<file path="src/rtl/pi_pkg.sv">
// Shared constants and types for the pi digit lookup arbiter.
package pi_pkg;

  localparam int PI_IDX_W = 24;
  localparam int DIGIT_W  = 4;
  localparam int PI_LAT   = 2;
  localparam int PI_N     = 4;
  localparam int PI_ID_W  = $clog2(PI_N);

  // Tag record carried alongside each in-flight lookup (default widths).
  typedef struct packed {
    logic                valid;
    logic [PI_ID_W-1:0]  id;
    logic [PI_IDX_W-1:0] index;
  } tag_t;

endpackage

</file>
<file path="src/rtl/rr_arbiter.sv">
// Round-robin grant: first asserted request at or after ptr, wrapping mod N.
module rr_arbiter #(
  parameter int N    = 4,
  parameter int ID_W = $clog2(N)
) (
  input  logic [N-1:0]    req,
  input  logic [ID_W-1:0] ptr,
  output logic [N-1:0]    grant,
  output logic [ID_W-1:0] grant_id
);

  // Scan requesters starting at the pointer and take the first one found.
  always_comb begin
    int unsigned idx;
    logic        found;
    grant    = '0;
    grant_id = '0;
    found    = 1'b0;
    idx      = 0;
    for (int unsigned i = 0; i < N; i++) begin
      idx = (32'(ptr) + i) % N;
      if (!found && req[idx]) begin
        found      = 1'b1;
        grant[idx] = 1'b1;
        grant_id   = ID_W'(idx);
      end
    end
  end

endmodule

</file>
<file path="src/rtl/pi_digit_arbiter.sv">
// Shares one pipelined pi digit lookup between N requesters and routes
// each returned digit back to the requester that issued its index.
module pi_digit_arbiter
  import pi_pkg::*;
#(
  parameter int N     = 4,
  parameter int IDX_W = PI_IDX_W,
  parameter int LAT   = PI_LAT
) (
  input  logic                 clk,
  input  logic                 rst,
  input  logic [N-1:0]         req_valid,
  input  logic [N*IDX_W-1:0]   req_index,
  output logic [N-1:0]         req_ready,
  output logic [IDX_W-1:0]     lu_index,
  input  logic [DIGIT_W-1:0]   lu_digit,
  output logic [N-1:0]         rsp_valid,
  output logic [IDX_W-1:0]     rsp_index,
  output logic [DIGIT_W-1:0]   rsp_digit
);

  localparam int          ID_W = $clog2(N);
  localparam int unsigned LAST = LAT;

  // Same layout as pi_pkg::tag_t, sized for this instance's parameters.
  typedef struct packed {
    logic             valid;
    logic [ID_W-1:0]  id;
    logic [IDX_W-1:0] index;
  } inst_tag_t;

  logic [ID_W-1:0]  ptr;
  logic [N-1:0]     grant;
  logic [ID_W-1:0]  grant_id;
  logic [IDX_W-1:0] sel_index;
  logic             accept;
  inst_tag_t        tags [LAT+1];

  rr_arbiter #(
    .N    (N),
    .ID_W (ID_W)
  ) u_rr (
    .req      (req_valid),
    .ptr      (ptr),
    .grant    (grant),
    .grant_id (grant_id)
  );

  // Grant is suppressed during reset so nothing is accepted that cycle.
  always_comb begin
    req_ready = rst ? '0 : grant;
    accept    = |(req_ready & req_valid);
    sel_index = req_index[grant_id*IDX_W +: IDX_W];
  end

  // Issue lookups, advance the pointer, shift tags and register responses.
  always_ff @(posedge clk) begin
    if (rst) begin
      lu_index  <= '0;
      ptr       <= '0;
      rsp_valid <= '0;
      rsp_index <= '0;
      rsp_digit <= '0;
      for (int unsigned s = 0; s <= LAST; s++) begin
        tags[s] <= '0;
      end
    end else begin
      if (accept) begin
        lu_index <= sel_index;
        ptr      <= (grant_id == ID_W'(N - 1)) ? '0 : grant_id + 1'b1;
      end
      tags[0] <= '{valid: accept, id: grant_id, index: sel_index};
      for (int unsigned s = 1; s <= LAST; s++) begin
        tags[s] <= tags[s-1];
      end
      if (tags[LAST].valid) begin
        rsp_valid <= N'(1) << tags[LAST].id;
        rsp_index <= tags[LAST].index;
        rsp_digit <= lu_digit;
      end else begin
        rsp_valid <= '0;
      end
    end
  end

endmodule
</file>
<file path="config.mk">
export PLATFORM = sky130hd
export DESIGN_NAME = pi_digit_arbiter
export DESIGN_NICKNAME = d
export VERILOG_FILES = /design/src/rtl/pi_pkg.sv /design/src/rtl/rr_arbiter.sv /design/src/rtl/pi_digit_arbiter.sv
export SDC_FILE = /design/constraint.sdc
export NUM_CORES = 1
export LEC_CHECK = 0
export CAP_MARGIN = 20
export CORE_AREA = 2 2 158 160
export CTS_CLUSTER_SIZE = 14
export DETAILED_ROUTE_END_ITERATION = 6
export DIE_AREA = 0 0 160 162
export PLACE_DENSITY_LB_ADDON = 0.1
export SLEW_MARGIN = 20
export SYNTH_ARGS = -nofsm -noshare
export SYNTH_HDL_FRONTEND = slang
export SYNTH_SLANG_ARGS = --single-unit
export TNS_END_PERCENT = 20
</file>
<file path="constraint.sdc">
create_clock -name clk -period 3.2 [get_ports clk]
set_clock_uncertainty 0.1 [all_clocks]
set_input_delay 0.32 -clock clk [delete_from_list [all_inputs] [get_ports clk]]
set_output_delay 0.32 -clock clk [all_outputs]
set_load 0.03 [all_outputs]
</file>
==> flow_summary.ini <==
[run_status]
status = finished, final reports clean

[timing]
timing.slew.headroom_pct = 38.4
post-route-min-period_ns = 3.00
setup_viol = 0
setup-tns-final_ns = 0
period_share_pct = 93.7
worst_pin_slew_ns = 0.924
fmax_mhz = 334
hold_violations = 0
rsz0062_at_grt = no
final_max_slew_viol_count = 0

[yosys]
ys.flop_type = dfxtp_1
syn-cell-area_um2 = 5960
synth.avg_cell_area_um2 = 9.45
synth_most_common_cell = dfxtp_1
ys_warn_count = 0
synth_edf_count = 0
yosysSeqAreaShare_pct = 46.7
synth_nets = 746
synth_cell_type_count = 45
synth_seq_cells = 139
yosysTopAreaCellShare_pct = 46.7
synthTopCellsByCount = 139 x dfxtp_1, 59 x nor2b_1, 51 x clkbuf_1, 51 x o21ai_0, 50 x nand3_1
async_flop_share_pct = 0
synth.area.top_cells = dfxtp_1 47%, nor2b_1 6.2%, mux2i_1 5.0%
synth_top_area_cell = dfxtp_1
synthCells = 631

[die]
coreArea_um2 = 24100
rows = 57
ios = 166
dieHeight_um = 162
start_util_pct = 24.7
dieArea_um2 = 25900
die_w_um = 160

[clock_tree]
htreeDepth = 4
clock_latency_ns = 0.42
cts_root_buf = clkbuf_16
cts_tree = built
cts_sinks = 139
cts_buffers = 17
cts_buffer_depth = 2
cts.clk_slew.worst_paths_ns = 0.06

[detailed_routing]
wl_mm = 18.9
via_count = 5200
remaining_drc_errors = 0
drt_first_iter_violations = 271
viasPerCell = 4.65
avgRoutedWirePerCell_um = 16.9
dr.pass1.iters = 4
antenna_left = 0

[worst_hold_path]
min_to = rsp_digit[3]$_SDFFE_PP0P_
hold_depth = 2
hold_start = rst
min_path_type = input pin to flop

[global_route]
grt-ovfl-total = 0
grt_usage_pct = 14.4
antenna_found_initial = 0
grt_pass1_vias = 5103
grt_pass1_wl_mm = 29.1
grt_max_degree = 137

[critical_path]
rr_worst_depth = 12
critPathLaunchType = flop
r2r-start = ptr[0]$_SDFFE_PP0P_
crit_required_ns = 3.38
reg2reg_to = tags[0][5]$_SDFF_PP0_
arrival_ns = 3.18
reg2reg_slack_ns = 0.20
endpoint_kind = flop
critPathKind = flop to flop
worst-path-max-fanout = 17

[place]
gp_congestion = 0.823
dp_hpwl_mm = 13.8
port-buffer-count = 165
dpl_cell_area_um2 = 8150

[power]
peakVddDrop_mv = 0.390
power.total_mw = 8.89
power.density_nw_per_um2 = 1020
p_leak_nw = 3.36

[finish]
post-route-cell-area_um2 = 8730
fillers = 2460
synthToLayoutAreaGrowth_pct = 46.4
drive_gt1_share_pct = 12.7
antennaDiodeCount = 0
fin_nets = 897

[job]
max_cap_viol_count = 0
-- how the worst max path moves through the flow --
| stage | from | depth (start not counted) | end |
|---|---|---|---|
| finish | ptr[0]$_SDFFE_PP0P_ | 12 | tags[0][5]$_SDFF_PP0_ |
| global route | ptr[0]$_SDFFE_PP0P_ | 12 | tags[0][11]$_SDFF_PP0_ |
| CTS | ptr[0]$_SDFFE_PP0P_ | 10 | req_ready[0] |
| detailed placement | req_valid[0] | 8 | lu_index[5]$_SDFFE_PP0P_ |
| global placement | req_valid[0] | 8 | lu_index[8]$_SDFFE_PP0P_ |
| floorplan | ptr[0]$_SDFFE_PP0P_ | 13 | lu_index[10]$_SDFFE_PP0P_ |
-- power breakdown --
part | switching (mW) | total, mW | internal (mW)
Combinational | 2.68 | 4.63 | 1.95
Sequential | 0.203 | 2.39 | 2.19
Clock | 0.839 | 1.87 | 1.04
Total | 3.72 | 8.89 | 5.17
-- kinds of logic (layout without fill, tap and decap cells) --
family | after synthesis | in the layout | share of synthesized area (%)
buffers and inverters | 74 | 238 | 5.20
adders and majority gates | 9 | 9 | 1.89
AOI/OAI and AO/OA | 113 | 113 | 14.6
muxes | 35 | 35 | 6.55
and+or+nand+nor | 261 | 261 | 25.1
DFF | 139 | 139 | 46.7
-- metal layers --
metal	track usage [%]	share of wire, %	vias to the layer above	wire length (um)
met5	0	0	-	0
met4	4.91	1.6	0	306
met3	2.91	3.7	22	706
met2	23.4	48	139	9040
met1	19.0	47	2478	8810
li1	-	-	2561	-
-- per-stage QoR --
step                hold WS (ns)  util [%]  worst slack [ns]  instances
detailed placement         0.320      33.8            0.0371       1086
global placement           0.318      33.8             0.133       1086
floorplan                  0.314         -            0.0105        631
finish                     0.122      36.2             0.202       1119
global route               0.129      36.2           0.00108       1119
CTS                        0.110      36.2            0.0631       1118
-- layout make-up --
type,instances,area (um2),share of cell area [%]
multi-input combinational,418,2940,33.7
clock buffer,17,425,4.87
inverter,9,33.8,0.387
tap,324,405,4.64
clock inverter,15,148,1.69
timing repair buffer,197,2000,22.9
sequential,139,2780,31.9
-- flip-flops by register name, summed over array words and instances (netlist names) --
| register | flops |
|---|---|
| rsp_index | 24 |
| rsp_valid | 4 |
| rsp_digit | 4 |
| ptr | 2 |
| lu_index | 24 |
| tags | 81 |
-- cells in the final DEF (no fill, tap or decap), types with 2 or more instances in the layout --
cell,instances
clkinv_4,3
a221o_1,2
clkdlybuf4s50_1,160
inv_8,4
and2_1,3
inv_1,9
mux2i_1,30
a21oi_1,11
and3_1,46
nor2b_1,58
a311oi_1,3
o41ai_2,16
mux2_2,2
dfxtp_1,138
mux4_2,3
nand3_1,50
a22oi_1,3
ha_1,9
a31o_2,3
nor3b_1,3
inv_6,6
o21ai_0,51
nand2_1,12
nand4b_1,24
o41ai_1,5
a221oi_4,2
and3b_1,2
buf_4,27
nor2_1,35
o31ai_1,3
clkbuf_16,17
buf_12,9
o211ai_1,2
nor3_1,22
nand3b_1,4
-- worst max-delay path: stages, from the launching register on --
cell and delay (ns):
dfxtp_1 0.35, inv_1 0.11, ha_1 0.36, buf_4 0.18, and3b_1 0.17, o211ai_1 0.20, o21ai_2 0.10, buf_4 0.15
o32ai_4 0.25, inv_1 0.17, buf_4 0.24, and3_1 0.18, nor3_1 0.30
-- what timing repair did --
| action | CTS | global route |
|---|---|---|
| resized for setup | 0 | 1 |
| setup buffers | 0 | 1 |
| hold buffers | 0 | 0 |
| setup endpoints to repair | 0 | 4 |
Power figures use the tool's default switching activity.
